$ cat src/rtl/dest_port_arbiter.sv
// dest_port_arbiter: round-robin grant scheduler for one destination port of
// the shared-memory switch. It picks one requesting input at a time and
// presents it to the write path over a valid/ready handshake.
// Optional feature macro: ARB_BURST_LOCK_EN. When it is defined, a grant stays
// locked on one input for up to MAX_BURST beats.
`ifndef PORT_NUB_TOTAL
`define PORT_NUB_TOTAL 8
`endif

module dest_port_arbiter #(
  parameter int unsigned PORT_NUB  = `PORT_NUB_TOTAL,
  parameter int unsigned DEST      = 0,
  parameter int unsigned MAX_BURST = 4,
  localparam int unsigned SEL_W    = $clog2(PORT_NUB)
) (
  input  logic                clk,
  input  logic                rst_n,      // synchronous, active-high
  input  logic [PORT_NUB-1:0] req,
  input  logic                wr_ready,
  output logic [PORT_NUB-1:0] gnt,
  output logic [SEL_W-1:0]    gnt_idx,
  output logic [SEL_W-1:0]    gnt_dest,
  output logic                gnt_valid,
  output logic                gnt_last
);

  // Reject parameter values the scheduler cannot support
  if (PORT_NUB < 2) begin : g_bad_port_nub
    $error("dest_port_arbiter: PORT_NUB must be at least 2");
  end
  if (MAX_BURST < 1 || MAX_BURST > 255) begin : g_bad_max_burst
    $error("dest_port_arbiter: MAX_BURST must be in 1..255");
  end

  typedef enum logic {IDLE, GRANT} state_t;

  state_t              state, state_nx;
  logic [SEL_W-1:0]    rr_ptr, ptr_nx;
  logic [SEL_W-1:0]    idx_nx;
  logic [PORT_NUB-1:0] gnt_nx;
  logic                valid_nx;
  logic                last_nx;
  logic                rearb;
  logic [SEL_W-1:0]    arb_ptr;
  logic [SEL_W-1:0]    ptr_adv;
  logic                win_found;
  logic [SEL_W-1:0]    win_idx;
`ifdef ARB_BURST_LOCK_EN
  logic [7:0]          beat_cnt, beat_nx;
`endif

  assign gnt_dest = SEL_W'(DEST);

  // Pointer one past the current grant, wrapping modulo PORT_NUB
  assign ptr_adv = (gnt_idx == SEL_W'(PORT_NUB - 1)) ? '0 : SEL_W'(gnt_idx + 1'b1);

  // Rotating-priority search: first requester at or after arb_ptr, with wrap.
  // Scanning from the far end lets the closest hit overwrite earlier ones.
  always_comb begin
    win_found = 1'b0;
    win_idx   = '0;
    for (int k = int'(PORT_NUB) - 1; k >= 0; k--) begin
      int unsigned j;
      j = int'(arb_ptr) + k;
      if (j >= PORT_NUB) j = j - PORT_NUB;
      if (req[j]) begin
        win_found = 1'b1;
        win_idx   = SEL_W'(j);
      end
    end
  end

  // Next-state and next-output logic
  always_comb begin
    state_nx = state;
    ptr_nx   = rr_ptr;
    idx_nx   = gnt_idx;
    valid_nx = gnt_valid;
    last_nx  = gnt_last;
    rearb    = 1'b0;
    arb_ptr  = rr_ptr;
`ifdef ARB_BURST_LOCK_EN
    beat_nx  = beat_cnt;
`endif

    case (state)
      IDLE: begin
        if (|req) rearb = 1'b1;
      end
      GRANT: begin
        if (!req[gnt_idx]) begin
`ifdef ARB_BURST_LOCK_EN
          // A burst cut short after real beats still counts as served
          if (beat_cnt != 8'd0) begin
            ptr_nx  = ptr_adv;
            arb_ptr = ptr_adv;
            rearb   = 1'b1;
          end else
`endif
          begin
            state_nx = IDLE;
            valid_nx = 1'b0;
            idx_nx   = '0;
            last_nx  = 1'b0;
          end
        end else if (wr_ready) begin
`ifdef ARB_BURST_LOCK_EN
          if (gnt_last) begin
            ptr_nx  = ptr_adv;
            arb_ptr = ptr_adv;
            rearb   = 1'b1;
          end else begin
            beat_nx = 8'(beat_cnt + 8'd1);
            last_nx = (8'(beat_cnt + 8'd1) == 8'(MAX_BURST - 1));
          end
`else
          ptr_nx  = ptr_adv;
          arb_ptr = ptr_adv;
          rearb   = 1'b1;
`endif
        end
      end
      default: state_nx = IDLE;
    endcase

    if (rearb) begin
`ifdef ARB_BURST_LOCK_EN
      beat_nx = 8'd0;
`endif
      if (win_found) begin
        state_nx = GRANT;
        valid_nx = 1'b1;
        idx_nx   = win_idx;
`ifdef ARB_BURST_LOCK_EN
        last_nx  = (MAX_BURST == 1);
`else
        last_nx  = 1'b1;
`endif
      end else begin
        state_nx = IDLE;
        valid_nx = 1'b0;
        idx_nx   = '0;
        last_nx  = 1'b0;
      end
    end

    gnt_nx = valid_nx ? (PORT_NUB'(1) << idx_nx) : '0;
  end

  // State and registered outputs
  always_ff @(posedge clk) begin
    if (rst_n) begin
      state     <= IDLE;
      rr_ptr    <= '0;
      gnt       <= '0;
      gnt_idx   <= '0;
      gnt_valid <= 1'b0;
      gnt_last  <= 1'b0;
`ifdef ARB_BURST_LOCK_EN
      beat_cnt  <= 8'd0;
`endif
    end else begin
      state     <= state_nx;
      rr_ptr    <= ptr_nx;
      gnt       <= gnt_nx;
      gnt_idx   <= idx_nx;
      gnt_valid <= valid_nx;
      gnt_last  <= last_nx;
`ifdef ARB_BURST_LOCK_EN
      beat_cnt  <= beat_nx;
`endif
    end
  end

endmodule
$ cat config.mk
export PLATFORM = sky130hd
export DESIGN_NAME = dest_port_arbiter
export DESIGN_NICKNAME = d
export VERILOG_FILES = /design/src/rtl/dest_port_arbiter.sv
export SDC_FILE = /design/constraint.sdc
export NUM_CORES = 1
export LEC_CHECK = 0
export ABC_AREA = 1
export CAP_MARGIN = 20
export CORE_UTILIZATION = 55
export DETAILED_ROUTE_END_ITERATION = 10
export PLACE_DENSITY = 0.82
export SYNTH_ARGS = -nofsm -noshare
export SYNTH_HDL_FRONTEND = slang
export SYNTH_SLANG_ARGS = --single-unit
$ cat constraint.sdc
create_clock -name clk -period 8.6 [get_ports clk]
set_input_delay 1.72 -clock clk [delete_from_list [all_inputs] [get_ports clk]]
set_output_delay 1.72 -clock clk [all_outputs]
set_load 0.01 [all_outputs]
* After elaboration in Yosys (flattened, before gate mapping)
Cells that the tools add are included.
W data, S select, Z words.
** Operators by class
- Add/sub/neg operators :: 16
- Order comparisons :: 17
- Equality and inequality tests :: 2
- Shift operators :: 1
- Mux-type cells :: 64
- Bitwise logic cells :: 2
- Reduce and logical (&&, ||, !) cells :: 4
** Operators with widths (number)
- $lt A32 B4 Y1 const B :: 8
- $mux W32 :: 8
- $mux W3 :: 16
- $sub A4 B4 Y5 const B :: 7
- $mux W1 :: 30
- $ge A4 B4 Y1 const B :: 7
- $bmux W1 S3 :: 9
- $add A3 B3 Y4 const B :: 4
- $add A3 B2 Y4 const B :: 2
- $reduce_or A8 Y1 :: 1
- $shl A1 B3 Y8 const A :: 1
- $sub A3 B4 Y5 const B :: 1
- $add A3 B1 Y4 const B :: 1
- $ge A3 B4 Y1 const B :: 1
- $lt A3 B4 Y1 const B :: 1
- $add A3 B1 Y3 const B :: 1
- $eq A3 B3 Y1 const B :: 1
- $ne A2 B2 Y1 const B :: 1
- $not A1 Y1 :: 2
- $pmux W1 S2 :: 1
- $reduce_and A2 Y1 :: 1
- $reduce_bool A2 Y1 :: 1
- $reduce_or A2 Y1 :: 1
** Storage, ports and cells
- Register bits :: 17
- Input port bits :: 11
- Output and inout bits :: 16
- Word-level logic and storage cells :: 112

* Logic depth before layout (Yosys ltp)
Gate-level depths: netlist of run 1.
- Depth in word-level cells :: 22
- Mapped depth :: 30
- Depth with buffers taken out :: 30

* Least setup slack after synthesis of run 1
Ideal clock, no wire load.
- Path type :: input-to-reg
- From :: input port req[1]
- To :: register gnt[3]
- Setup time :: 0.114 ns
- Arrival time :: 3.820 ns
- Data required time :: 8.486 ns
- Setup slack :: 4.666 ns
- Stages on the path :: 23
- Buffers on the path :: 0
- Path through :: inv_1 > nand2_1 > nand3_2 > nand3b_4 > nand3_4 > nand2_8 > nand2_8 > inv_2 > ha_1 > inv_1 > nand3_2 > nand3_1 > nand2_1 > inv_2 > nand2_1 > nor3_2 > nand2_2 > nand2_4 > a21oi_1 > nand2_2 > nand2_4 > nand2_2 > nor2_1
** On the way
- Longest elaborated chain between the ends :: 21
- Elaborated cells on any way between the ends :: 82
- Classes of those cells :: add/sub: 15; order compare: 8; shift: 1; mux: 55; bitwise: 1; reduce/logical: 2
** Ends and longest elaborated chain
- start, declared :: line 18 : input logic [PORT_NUB-1:0] req,
- $bmux W1 S3 (*) :: line 91 : if (!req[gnt_idx]) begin
- $mux W1 (not written as such) (*) :: line 91
- $mux W3 (*) (2 in a row)
- named net arb_ptr[0] :: line 44 : logic [SEL_W-1:0] arb_ptr;
- $add A3 B3 Y4 :: line 64 : j = int'(arb_ptr) + k;
- $sub A4 B4 Y5 or $ge A4 B4 Y1 (tied branches) :: line 65 : if (j >= PORT_NUB) j = j - PORT_NUB;
- $mux W32 :: line 65
- $bmux W1 S3 :: line 66 : if (req[j]) begin
- $mux W1 (not written as such) :: line 66
- $mux W1 (8 in a row) :: line 66
- $mux W1 :: line 130 : if (win_found) begin
- $mux W1 :: line 126 : if (rearb) begin
- $not A1 Y1 (no source line)
- $reduce_or A2 Y1 (no source line)
- end signal, assigned :: line 165 : gnt <= gnt_nx;
- end, declared :: line 20 : output logic [PORT_NUB-1:0] gnt,
Mark *: on every way through the listed nets, which the timed path passes. The rest lies on a longest branch. The select of a mux whose other input is x is not followed.
A chain may end at the register's enable or synchronous reset.

* Worst setup path after layout of run 1
- From :: input port req[5]
- To :: register gnt[5]
The elaborated chain is that of the path after synthesis.

==> results of run 1 <==
[cell usage in the layout, fill, tap and decap left out]
| master | count |
|---|---|
| nand3_1 | 41 |
| dfxtp_1 | 17 |
| nor3_2 | 4 |
| clkbuf_4 | 3 |
| nor2_4 | 1 |
| o21ai_1 | 1 |
| nor4_1 | 1 |
| inv_2 | 11 |
| nand4_1 | 2 |
| nand4_4 | 1 |
| conb_1 | 3 |
| nand2_8 | 2 |
| nand3_2 | 5 |
| clkdlybuf4s50_1 | 23 |
| a21oi_4 | 1 |
| inv_1 | 23 |
| nand3_4 | 1 |
| a41o_1 | 1 |
| ha_1 | 3 |
| o21ai_4 | 1 |
| nand3b_4 | 1 |
| nand2_2 | 18 |
| nand2_1 | 101 |
| clkbuf_1 | 1 |
| nor2_1 | 12 |
| a21oi_1 | 11 |
| nand2_4 | 5 |
[layer usage]
layer / global-route usage, % / routed length (um)
met4: 8.01 / 57
met5: 0 / 0
met3: 4.08 / 189
met1: 35.7 / 1870
met2: 43.9 / 1820
[logic make-up (layout without fill, tap and decap cells)]
kind of cell | after synthesis | count (layout) | share of synthesized area [%]
flip-flops | 17 | 17 | 20.3
AO/OA/AOI/OAI | 15 | 15 | 6.11
adder cells (fa/ha/maj) | 3 | 3 | 2.24
AND/OR/NAND/NOR | 195 | 195 | 60.6
other | 1 | 3 | 0.223
buffers and inverters | 40 | 61 | 10.5
[flip-flops by register name, summed over array words and instances, names as in the netlist]
signal / flops
gnt_idx: 3
gnt_last: 1
rr_ptr: 3
state: 1
gnt_valid: 1
gnt: 8
[final timing paths]
kind,start,to,slack (ps),cells after the start
hold reg to reg,gnt_last,gnt_last,490,2
setup / recovery,req[5],gnt[5],4030,22
setup reg to reg,gnt_idx[0],gnt[5],5330,21
hold / removal,gnt_last,gnt_last,490,2
[area by class of cell]
| cell class | instances | area share (%) |
|---|---|---|
| Clock buffer | 4 | 1.36 |
| Inverter | 34 | 6.61 |
| Multi-Input combinational cell | 216 | 60.5 |
| Sequential cell | 17 | 17.6 |
| Tap cell | 31 | 2.01 |
| Timing Repair Buffer | 23 | 11.9 |
[through the flow]
| stage | cell area [um2] | std cells | power, mW | hold WS (ps) |
|---|---|---|---|---|
| 2_1_floorplan | 1690 | 273 | 0.580 | 489 |
| 6_report | 1930 | 325 | 0.744 | 490 |
| 3_3_place_gp | 1910 | 321 | 0.695 | 473 |
| 3_5_place_dp | 1910 | 321 | 0.697 | 465 |
| 5_1_grt | 1930 | 325 | 0.822 | 528 |
| 4_1_cts | 1930 | 325 | 0.741 | 485 |
[worst max-delay path, cell delays in order]
cell and delay, ps:
clkdlybuf4s50_1 550, nand2_1 80, nand3_1 110, nand2_2 80, nand2_4 100, nand4_4 210, nand2_8 200, inv_2 90
ha_1 330, inv_1 130, nand3_2 90, nand3_1 90, nand2_1 100, inv_2 80, nand2_1 60, nor3_2 120
nand2_2 80, nand2_4 110, a21oi_1 60, nand2_2 130, nand3_1 110, nor2_1 130
[synthesized netlist by cell type (2+ instances only)]
| cell type | count | area, um2 |
|---|---|---|
| inv_1 | 23 | 86.3 |
| dfxtp_1 | 17 | 340 |
| inv_2 | 11 | 41.3 |
| nand2_8 | 2 | 40.0 |
| nor3_2 | 4 | 40.0 |
| nand3_1 | 41 | 205 |
| ha_1 | 3 | 37.5 |
| nand4_1 | 2 | 12.5 |
| nor2_1 | 12 | 45.0 |
| buf_4 | 4 | 30.0 |
| nand2_2 | 18 | 113 |
| nand2_1 | 101 | 379 |
| nand3_2 | 5 | 50.1 |
| nand2_4 | 5 | 56.3 |
| a21oi_1 | 11 | 55.1 |
[report_power, final]
| part | switching [mW] | internal [mW] |
|---|---|---|
| Sequential | 0.0164 | 0.0992 |
| Combinational | 0.386 | 0.201 |
| Clock | 0.0236 | 0.0181 |
==> impl_metrics.yaml, run 1 <==
sta:
  finalCritPeriodShare_pct: 53.2
  setup_slack_ps: 4030
  finClkSkew_ps: 5.28
  slew_violations: 0
  finalSetupViolCount: 0
  fin_crit_ps: 4570
  fmax_mhz: 219
  fin_setup_tns_ps: 0
  finalHoldViolCount: 0
  rsz0062_at_grt: "false"
clock_network:
  insertion_delay_ps: 290
  htree_levels: 1
  cts_inserted_buffers: 3
  cts_tree: "done"
  clock_tree.root_cell: "clkbuf_4"
  cts_hold_buf: 0
  clock-sinks: 17
  post_cts_resized: 0
  clk_pin_slew_worst_paths_ps: 90
  ctsLongestPathBuffers: 2
  cts_setup_buffers: 0
detailed_routing:
  routedWlPerCell_um: 12.1
  drc_errors: 0
  drtPass1Iterations: 4
  vias: 1722
  post_drt_via_cell_ratio: 5.30
  ant_nets: 0
  drt-initial-drc-count: 101
  routed_wl_mm: 3.93
final_layout:
  seq_area_um2: 340
  nNetsFinal: 309
  multi_input_comb_area_um2: 1170
  diodes: 0
  num-fill-cells: 247
  post-route-util_pct: 68.3
  drive_above_1_share_pct: 18.4
  area_delta_synth_final_pct: 15.1
worst_setup_path:
  endpoint_kind: "flop"
  start_kind: "input port"
  cp.arrival_ps: 4800
  crit_fanout: 16
  crit_type: "in -> reg"
  cp.required_ps: 8820
global_route:
  grt_max_degree: 17
  grt_pass1_vias: 1622
  antenna_found_initial: 0
  grtUsageTotal_pct: 26.5
  grt_pass1_wl_mm: 6.89
  grt_overflow_total: 0
run:
  max_cap_viol_count: 0
synth:
  netlist_area_um2: 1680
  syn_inst: 271
  synthArstFlopShare_pct: 0
  synth_seq_cells: 17
  synthDistinctLibCells: 27
  ys_warn_count: 0
  synth_ff_type: "dfxtp_1"
  ys_seq_area_share_pct: 20.3
  synth-edff-count: 0
  syn_area_per_cell_um2: 6.19
floorplanning:
  num_rows: 19
  coreArea_um2: 2830
  start_util_pct: 59.3
  io_pins: 27
  die_area_um2: 3280
  die_h_um: 57.2
  die_w_um: 57.2
place:
  gp_congestion: 0.905
  dpl_worst_slack_ps: 3760
  dp_hpwl_mm: 3.23
  io_buffer_count: 23
power:
  peakVddDrop_uv: 256
  p_leak_nw: 0.991
  power_density_nw_per_um2: 385
status:
  outcome: "finished clean"
worst_hold_path:
  min_path_type: "reg -> reg"
Note: power is estimated with default switching activity, not from simulation.
==> run 2, diff against run 1 <==
Settings changed: CORE_UTILIZATION 55 to 49, PLACE_DENSITY 0.82 to 0.77.
Clock period 8.6 ns to 3.7 ns, I/O delays scaled along.
==> impl_metrics.yaml, run 2 (synthesis results as in run 1) <==
global_route:
  antenna_found_initial: 0
  grt_overflow_total: 0
  grt_pass1_wl_mm: 6.48
  grt_max_degree: 15
  grtUsageTotal_pct: 23.4
  grt_pass1_vias: 1548
worst_setup_path:
  start_kind: "input port"
  crit_fanout: 7
  crit_slowest_cell: "clkdlybuf4s50_1"
  crit_type: "in -> reg"
  endpoint_kind: "flop"
  cp_common_cell: "nand2_1"
  cpLargestDelayFamily: "simple AND/OR/NAND/NOR gates"
  cpPeakStageDelay_ps: 540
  cp.required_ps: 3900
  path_buf_inv: 2
  cp.arrival_ps: 3600
detailed_routing:
  top_layer: "met4"
  met3WireLength_um: 225
  vias: 1756
  ant_nets: 0
  drt-initial-drc-count: 118
  drtPass1Iterations: 4
  wl_met2_mm: 1.90
  routedLengthMet1_mm: 1.93
  routedWlPerCell_um: 11.7
  drc_errors: 0
  post_drt_via_cell_ratio: 5.05
  routed_wl_mm: 4.08
power:
  peakVddDrop_uv: 438
  swShare_pct: 56.6
  internal-power_uw: 763
  power_density_nw_per_um2: 866
  switching_power_uw: 993
  seqPwrFrac_pct: 15.3
  power_frac_comb_pct: 78.9
  p_leak_nw: 1.04
  pwr-share-clk_pct: 5.8
run:
  max_cap_viol_count: 0
sta:
  slew_violations: 0
  fin_crit_ps: 3400
  whs_ps: 482
  setup_slack_ps: 295
  finalSetupViolCount: 0
  rsz0062_at_grt: "false"
  finClkSkew_ps: 1.51
  fin_setup_tns_ps: 0
  finalCritPeriodShare_pct: 92.0
  finalHoldViolCount: 0
  fmax_mhz: 294
clock_network:
  post_cts_resized: 0
  clock-sinks: 17
  htree_levels: 1
  clk_pin_slew_worst_paths_ps: 100
  cts_tree: "done"
  cts_inserted_buffers: 3
  insertion_delay_ps: 300
  cts_setup_buffers: 0
  clock_tree.root_cell: "clkbuf_4"
  cts_hold_buf: 0
  ctsLongestPathBuffers: 2
place:
  dp_hpwl_mm: 3.29
  io_buffer_count: 23
  place_area_um2: 2000
  dpl_worst_slack_ps: 25.7
  gp_congestion: 0.920
final_layout:
  design_area_um2: 2030
  num-fill-cells: 321
  largest_reg_flops: 8
  top_regs: "gnt: 8 flops, gnt_idx: 3 flops, rr_ptr: 3 flops"
  seq_area_um2: 340
  final_cell_mix: "101 x nand2_1, 41 x nand3_1, 23 x inv_1, 23 x clkdlybuf4s50_1, 18 x nand2_2"
  final_common_cell: "nand2_1"
  drive_above_1_share_pct: 21.4
  diodes: 0
  multi_input_comb_area_um2: 1170
  largest_register: "gnt"
  nNetsFinal: 319
  area_delta_synth_final_pct: 20.8
floorplanning:
  io_pins: 27
  num_rows: 20
  coreArea_um2: 3150
  die_area_um2: 3660
  die_h_um: 60.5
  start_util_pct: 53.2
  die_w_um: 60.5
status:
  outcome: "finished clean"
worst_hold_path:
  min_path_type: "reg -> reg"
-- run 2: changes by cell type in the layout (fill, tap and decap cells not counted) --
| cell | change |
|---|---|
| buf_4 | +10 |
| clkbuf_1 | -1 |
| clkinvlp_4 | +1 |
-- run 2: stage by stage --
stage	total power [mW]	util [%]	instances
final	1.76	64.3	348
after global routing	1.93	64.3	348
after CTS	1.75	64.3	348
after detailed placement	1.65	63.3	344
after global placement	1.63	63.3	344
after floorplan	1.35	-	273
-- run 2: path summary, 6_finish.rpt --
check                           slack, ps        from  cells after the start  endpoint
worst min register to register        480    gnt_last                      2  gnt_last
worst max register to register        620  gnt_idx[0]                     26    gnt[2]
worst min-delay path                  480    gnt_last                      2  gnt_last
worst max-delay path                  300      req[7]                     25    gnt[2]
-- run 2: worst register-to-register path: cells and delay by family (launching register included) --
kind / cells / cell delay [ps]
AND/OR/NAND/NOR: 21 / 1640
flip-flops: 1 / 540
adder cells (fa/ha/maj): 1 / 310
buffers and inverters: 3 / 300
AO/OA/AOI/OAI: 1 / 150
-- run 2: cell type report --
type                       instances  share of cell area (%)
timing repair buffer              33                    15.1
clock inverter                     1                   0.370
clock buffer                       3                    1.11
inverter                          34                    6.30
sequential                        17                    16.8
multi-input combinational        216                    57.7
tap                               44                    2.72
-- run 2: power groups by stage --
stage / registers (mW) / logic (mW) / clock network [mW]
3_3_place_gp: 0.273 / 1.36 / 0
4_1_cts: 0.270 / 1.38 / 0.104
5_1_grt: 0.274 / 1.55 / 0.111
6_report: 0.269 / 1.39 / 0.101
2_1_floorplan: 0.282 / 1.07 / 0
3_5_place_dp: 0.274 / 1.37 / 0
-- run 2: metal layers --
metal | vias up | global-route usage (%)
met3 | 7 | 4.26
li1 | 927 | -
met4 | 0 | 6.49
met1 | 762 | 30.4
met2 | 60 | 39.9
met5 | - | 0
==> run 3, diff against run 2 <==
Settings changed: CAP_MARGIN 20 to 15, CORE_UTILIZATION 49 to 54, PLACE_DENSITY 0.77 to 0.8.
Clock period 3.7 ns to 3.2 ns, I/O delays scaled along.
==> impl_metrics.yaml, run 3 (synthesis results as in run 1) <==
clock_network:
  cts_inserted_buffers: 3
  htree_levels: 1
  ctsLongestPathBuffers: 2
  insertion_delay_ps: 310
  cts_tree: "done"
  clk_pin_slew_worst_paths_ps: 100
  clock_tree.root_cell: "clkbuf_4"
  clock-sinks: 17
worst_setup_path:
  cp.arrival_ps: 3240
  r2r-end: "gnt[4]"
  r2r_setup_slack_ps: 230
  path_cells: "clkdlybuf4s50_1 > nand2_1 > inv_1 > nand3_4 > buf_4 > nand2_2 > nand2_4 > nand2_1 > nand2_2 > nand2_1 > nand2_1 > nand2_1 > nand2_2 > nor3_2 > nand2_2 > nand2_4 > a21oi_2 > nand2_2 > nand2_4 > nor3_4"
  crit_fanout: 6
  crit_type: "in -> reg"
  path_buf_inv: 3
  cpLargestDelayFamily: "simple AND/OR/NAND/NOR gates"
  start_kind: "input port"
  r2r.worst_path.cells: 23
  timing.rr.start: "gnt_idx[0]"
  cp.required_ps: 3430
  crit_slowest_cell: "clkdlybuf4s50_1"
  cpPeakStageDelay_ps: 450
  endpoint_kind: "flop"
sta:
  slew_violations: 0
  fmax_mhz: 332
  finalCritPeriodShare_pct: 94.1
  fin_crit_ps: 3010
  whs_ps: 474
  finalHoldViolCount: 0
  finClkSkew_ps: 1.71
  finalSetupViolCount: 0
  setup_slack_ps: 190
floorplanning:
  die_area_um2: 3330
  io_pins: 27
  die_h_um: 57.7
  coreArea_um2: 2850
  num_rows: 19
  start_util_pct: 58.8
  die_w_um: 57.7
detailed_routing:
  drt-initial-drc-count: 198
  post_drt_via_cell_ratio: 5.30
  vias: 1933
  drtPass1Iterations: 4
  routedWlPerCell_um: 13.4
  drc_errors: 0
  routed_wl_mm: 4.91
  ant_nets: 0
place:
  dpl_worst_slack_ps: -316
  io_buffer_count: 23
  dp_hpwl_mm: 3.57
  gp_congestion: 0.895
worst_hold_path:
  min_path_type: "reg -> reg"
  min_path_cells: 2
  whs_endpoint: "gnt_last"
  hold_start: "gnt_last"
final_layout:
  largest_reg_flops: 8
  num-fill-cells: 198
  post-route-util_pct: 81.6
  area_delta_synth_final_pct: 38.8
  final_cell_mix: "93 x nand2_1, 39 x buf_4, 35 x nand3_1"
  drive_above_1_share_pct: 34.4
  diodes: 0
  nNetsFinal: 349
  largest_register: "gnt"
  final_common_cell: "nand2_1"
  top_regs: "gnt: 8 flops, gnt_idx: 3 flops, rr_ptr: 3 flops"
run:
  max_cap_viol_count: 0
global_route:
  grt_max_degree: 14
  grt_pass1_vias: 1668
  grtUsageTotal_pct: 27.9
  grt_overflow_total: 0
  grt_pass1_wl_mm: 7.19
  antenna_found_initial: 0
status:
  outcome: "finished clean"
power:
  p_leak_nw: 1.26
  power_density_nw_per_um2: 1020
  peakVddDrop_uv: 711
-- run 3: cell count changes in the layout (fill, tap and decap cells not counted), sizes merged --
cell / delta
buf: +29
clkdlybuf4s50: -8
clkinv: +1
clkinvlp: -1
dlymetal6s2s: +8
nand2: +1
-- run 3: metal layers --
| metal | vias to the layer above | share of wire [%] | routed length [um] | GRT usage [%] |
|---|---|---|---|---|
| met5 | - | 0 | 0 | 0 |
| met4 | 0 | 2.8 | 137 | 15.0 |
| met3 | 13 | 4.1 | 199 | 2.90 |
| met2 | 54 | 48 | 2360 | 46.0 |
| met1 | 882 | 45 | 2200 | 36.0 |
| li1 | 984 | - | - | - |
-- run 3: power by group --
part	switching (mW)	total, mW	leakage (nW)	internal (mW)
Sequential	0.0468	0.314	0.139	0.267
Combinational	1.17	1.94	1.11	0.772
Clock	0.0728	0.120	0.0177	0.0468
Total	1.29	2.37	1.26	1.09
-- run 3: repair_timing --
| action | 4_1_cts | 5_1_grt |
|---|---|---|
| cloned | 0 | 1 |
| setup buffers | 0 | 6 |
| hold buffers | 0 | 0 |
| endpoints found under the hold margin | 0 | 0 |
| endpoints found under the setup margin | 1 | 13 |
| pin swaps | 0 | 11 |
| gates resized for setup | 1 | 30 |
-- run 3: final cells by class --
class | instances | area, um2 | area share [%]
multi-input combinational | 217 | 1250 | 53.7
sequential | 17 | 340 | 14.6
tap | 31 | 38.8 | 1.67
clock inverter | 1 | 5.00 | 0.215
clock buffer | 3 | 22.5 | 0.967
inverter | 34 | 128 | 5.48
timing repair buffer | 62 | 543 | 23.3
-- run 3: worst max-delay path by stage --
stage	start	end	depth (start not counted)	slack, ps
floorplan	req[1]	gnt[3]	23	350
global placement	req[5]	gnt[0]	22	-230
detailed placement	req[1]	gnt[4]	23	-320
CTS	req[1]	gnt[4]	24	5
global route	wr_ready	gnt[2]	28	-5
finish	wr_ready	gnt[4]	20	190
-- run 3: tightest hold or removal path: stages, from the launching register on --
cell     delay, ps
dfxtp_1        320
nand2_1         60
a21oi_1         50
-- run 3: stage by stage --
step / area (um2) / setup TNS, ps / power [mW] / std cells
after floorplan: 1690 / 0 / 1.56 / 273
after global placement: 2150 / -2160 / 2.03 / 354
after detailed placement: 2150 / -3200 / 2.07 / 354
after CTS: 2180 / 0 / 2.20 / 358
after global routing: 2330 / -11.2 / 2.58 / 365
final: 2330 / 0 / 2.37 / 365
==> variant 1: new RTL, settings of run 1 <==
The option `ARB_BURST_LOCK_EN` is turned on by a define.
--- a/src/rtl/dest_port_arbiter.sv
+++ b/src/rtl/dest_port_arbiter.sv
@@ -3,6 +3,8 @@
 // presents it to the write path over a valid/ready handshake.
 // Optional feature macro: ARB_BURST_LOCK_EN. When it is defined, a grant stays
 // locked on one input for up to MAX_BURST beats.
+`define ARB_BURST_LOCK_EN
+
 `ifndef PORT_NUB_TOTAL
 `define PORT_NUB_TOTAL 8
 `endif
Function: changed (a bounded check fails within 4 cycles, from zero or initial values and one cycle with rst_n high).
==> variant 1 against run 1 <==
First-iteration DRC count increased by 40%; routed wire length increased by 43%; setup slack got worse by 0.23 ns; clock power increased by 71%; critical path depth increased by 3; non-clock buffer count unchanged; area after synthesis increased by 41%; maximum frequency decreased by 4.7%; power increased by 27%; cell area increased by 37%; count of clock-buffer cells in the layout decreased by 1; sequential cell count increased by 8; critical endpoint is now gnt[6].
==> variant 1: results (changes against run 1) <==
Outcome: complete, no violations
Pleak: 1.33 nW (+34%)
Post-synthesis cell type count: 34 (+26%)
Top cells by count, synth: nand2_1, nand3_1, inv_1
Clk pwr: 0.0713 mW (+71%)
Die area: 4560 um^2 (+39%)
Routed vias: 2411 (+40%)
Placed cells: 455 (+42%)
Detailed-placement wirelength estimate: 4460 um (+38%)
DR WL/cell: 12.2 um (+1.0%)
Largest net degree at the start of global routing: 16 (-1)
Clk_skew: 0.00290 ns (-0.00239 ns)
Biggest regs: beat_cnt: 8 flops, gnt: 8 flops
Net Sw Frac: 55.3% (-1.9 points)
CTS Root Cell: clkbuf_8
First-pass GRT wire length: 9390 um (+36%)
Fin nets: 427 (+38%)
Register area share after synthesis: 21.2% (+0.89 points)
DR pass1 iterations: 5 (+1)
Dpl ws: 3.55 ns (-0.204 ns)
Hold_sp: beat_cnt[7]
Synth top area cells: dfxtp_1, nand2_1, nand3_1
CP max stage delay: 0.52 ns (-0.03 ns)
Fill count: 408 (+65%)
Peak VDD IR: 0.249 mV (-3.1%)
Initial DRC count: 141 (+40%)
Share of layout cells above drive strength 1: 12.2% (-6.1 points)
==> variant 1: cell types whose count changed in the layout (fill, tap and decap cells not counted), sizes merged, moves of 8 or more <==
| cell | change |
|---|---|
| inv | +13 |
| nand2 | +28 |
| dfxtp | +8 |
| a21oi | +9 |
| nor2 | +24 |
| nand3 | +16 |
==> variant 1: logic make-up after synthesis <==
logic type               after synthesis  share of synthesized area [%]
AO/OA/AOI/OAI                         33                           8.84
XOR/XNOR                               6                           2.22
adder cells (fa/ha/maj)                6                           3.18
buffers and inverters                 56                           10.6
flip-flops                            25                           21.2
other                                  1                          0.159
AND/OR/NAND/NOR                      262                           53.8
==> variant 1: worst register-to-register path, delay by kind of cell, from the launching register on <==
family	cells	cell delay, ns
compound gates	2	0.37
buf+inv	3	0.33
fa+ha+maj	3	0.77
flops	1	0.42
simple gates	17	1.51
==> variant 1: final cells by class <==
cell class,count,area [um^2],area share (%)
Multi-Input combinational cell,310,1620,61.4
Clock buffer,3,41.3,1.57
Sequential cell,25,500,19.0
Clock inverter,1,7.51,0.285
Inverter,47,176,6.69
Timing Repair Buffer,23,230,8.73
Tap cell,50,62.6,2.37
==> variant 1: worst paths after layout <==
kind / to / slack (ns) / depth (start not counted)
worst max-delay path: gnt[6] / 3.80 / 25
worst min-delay path: beat_cnt[7] / 0.48 / 2
worst max register to register: gnt[6] / 5.09 / 25
worst min register to register: beat_cnt[7] / 0.48 / 2
==> variant 1: per-layer routing <==
metal	part of all wire, %	vias up	GRT usage (%)
met5	0	-	0
li1	-	1271	-
met2	48	52	47.5
met3	4.8	4	3.04
met1	46	1084	33.7
met4	0.61	0	7.71
==> variant 2: new RTL, settings of run 1 <==
Made on the original files. Reset style: asynchronous (`rst_n`), changed in one clocked block.
--- a/src/rtl/dest_port_arbiter.sv
+++ b/src/rtl/dest_port_arbiter.sv
@@ -148,7 +148,7 @@
   end
 
   // State and registered outputs
-  always_ff @(posedge clk) begin
+  always_ff @(posedge clk or posedge rst_n) begin
     if (rst_n) begin
       state     <= IDLE;
       rr_ptr    <= '0;
Formal check against the unedited RTL: differs if rst_n is asserted again (counterexample within 4 cycles, from zero or initial values and one cycle with rst_n high); with rst_n held inactive, the same outputs for 10 cycles.
==> variant 2 against run 1 <==
The run now ends with DRC left; die area down 0.58%; routed wire length down 0.61%; first-iteration DRC count down 0.99%; sequential share of layout area up 4.6 points; via count down 1.7%; setup slack worse by 0.25 ns; sequential cell count unchanged; non-clock buffer count unchanged; cell area down 0.84%; clock skew up 0.0032 ns; area after synthesis down 0.60%; maximum frequency down 5.2%.
Power is left out: the tool's default activity adds up to more than one toggle a clock period on the data nets, which glitch-free logic cannot reach.
==> variant 2: results (changes against run 1) <==
Relative slew slack: 59.5%
Antenna Cells: 0 (unchanged)
Synth top area cells: dfrtp_1, nand2_1, nand3_1
Ys flop type: dfrtp_1
DR WL/cell: 12.2 um (+0.63%)
Register area share after synthesis: 25.5% (+5.2 points)
Worst-path fanout max: 10 (-6)
Dpl ws: 3.53 ns (-0.231 ns)
CTS Buf Count: 3 (unchanged)
CTS Root Cell: clkbuf_4
Mapped Cells: 267 (-1.5%)
Yosys synthesis warning count: 0 (unchanged)
Fill count: 265 (+7.3%)
Total Wirelength: 3910 um (-0.61%)
Final antenna-violating net count: 0 (unchanged)
CTS Buffer Depth: 2 (unchanged)
Hold depth: 2 (unchanged)
Critical path arrival: 5.05 ns (+0.25 ns)
CP max stage cell: clkdlybuf4s50_1
RePlAce Congestion: 0.890 (-1.6%)
CTS clock-pin slew for the worst setup and hold paths: 0.10 ns
Detailed-placement wirelength estimate: 3110 um (-3.7%)
DR pass1 iterations: 7 (+3)
Kind of cell adding the most delay to the critical path: simple AND/OR/NAND/NOR gates
Finished layout cell area: 1920 um^2 (-0.84%)
Worst min path class: reg -> reg
Share of layout cells above drive strength 1: 15.2% (-3.2 points)
Failing checks: DRC
Top cells by count, synth: nand2_1, nand3_1, inv_1
Outcome: finished, violations left
Post-CTS Setup Bufs: 0 (unchanged)
First-pass GRT wire length: 6630 um (-3.7%)
Hold Buf Count CTS: 0 (unchanged)
Placed cells: 317 (-1.2%)
Reg2reg path depth: 20 (-4.8%)
Largest net degree at the start of global routing: 18 (+1)
Clk_skew: 0.00851 ns (+0.00323 ns)
CP max stage delay: 0.58 ns (+0.03 ns)
Post-route DRC: 6 (+6)
Fin nets: 305 (-1.3%)
Vias in the first global route: 1524 (-6.0%)
# H-tree levels: 1 (unchanged)
Post-synthesis cell type count: 25 (-7.4%)
Vias per Instance: 5.27 (-0.52%)
Fraction of registers with async set/reset: 100% (+100 points)
Initial DRC count: 100 (-0.99%)
Antenna violations before repair: 0 (unchanged)
GRT Resource Usage Total: 25.6% (-0.97 points)
==> variant 2: cell count changes in the layout (fill, tap and decap cells not counted), moves of 4 or more <==
cell	delta
dfxtp_1	-17
nand2_1	-5
nor3_2	-4
dfrtp_1	+17
inv_2	-7
inv_1	+6
==> variant 2: path summary, 6_finish.rpt <==
kind	start	slack [ns]	to
max in group asynchronous	rst_n	6.41	gnt_idx[0]
min in group asynchronous	rst_n	1.79	gnt[7]
worst min register to register	gnt_last	0.49	gnt_last
worst max register to register	gnt_idx[0]	5.09	gnt[1]
worst min-delay path	gnt_last	0.49	gnt_last
worst max-delay path	req[5]	3.77	gnt[1]
==> variant 2: cell families (layout without fill, tap and decap cells) <==
group	Yosys count	after routing	share of synthesized area, %
and+or+nand+nor	190	190	55.0
buffers and inverters	39	60	11.0
AOI/OAI and AO/OA	17	17	6.08
DFF	17	17	25.5
adders and majority gates	3	3	2.25
other	1	3	0.225
==> variant 2: per-layer routing <==
| metal | track usage (%) | wire length, um | up-vias |
|---|---|---|---|
| li1 | - | - | 888 |
| met3 | 2.95 | 203 | 6 |
| met1 | 35.0 | 1830 | 745 |
| met4 | 7.67 | 44 | 0 |
| met5 | 0 | 0 | - |
| met2 | 42.7 | 1830 | 53 |
==> variant 2: final cells by class <==
| cell class | count | area share, % |
|---|---|---|
| Tap cell | 31 | 2.02 |
| Inverter | 33 | 6.47 |
| Sequential cell | 17 | 22.2 |
| Clock inverter | 1 | 0.392 |
| Timing Repair Buffer | 23 | 12.0 |
| Clock buffer | 3 | 1.18 |
| Multi-Input combinational cell | 213 | 55.7 |
==> variant 2: worst min-delay path, delay by kind of cell (launching register included) <==
| kind | cells | cell delay, ns |
|---|---|---|
| DFF | 1 | 0.36 |
| and+or+nand+nor | 2 | 0.11 |
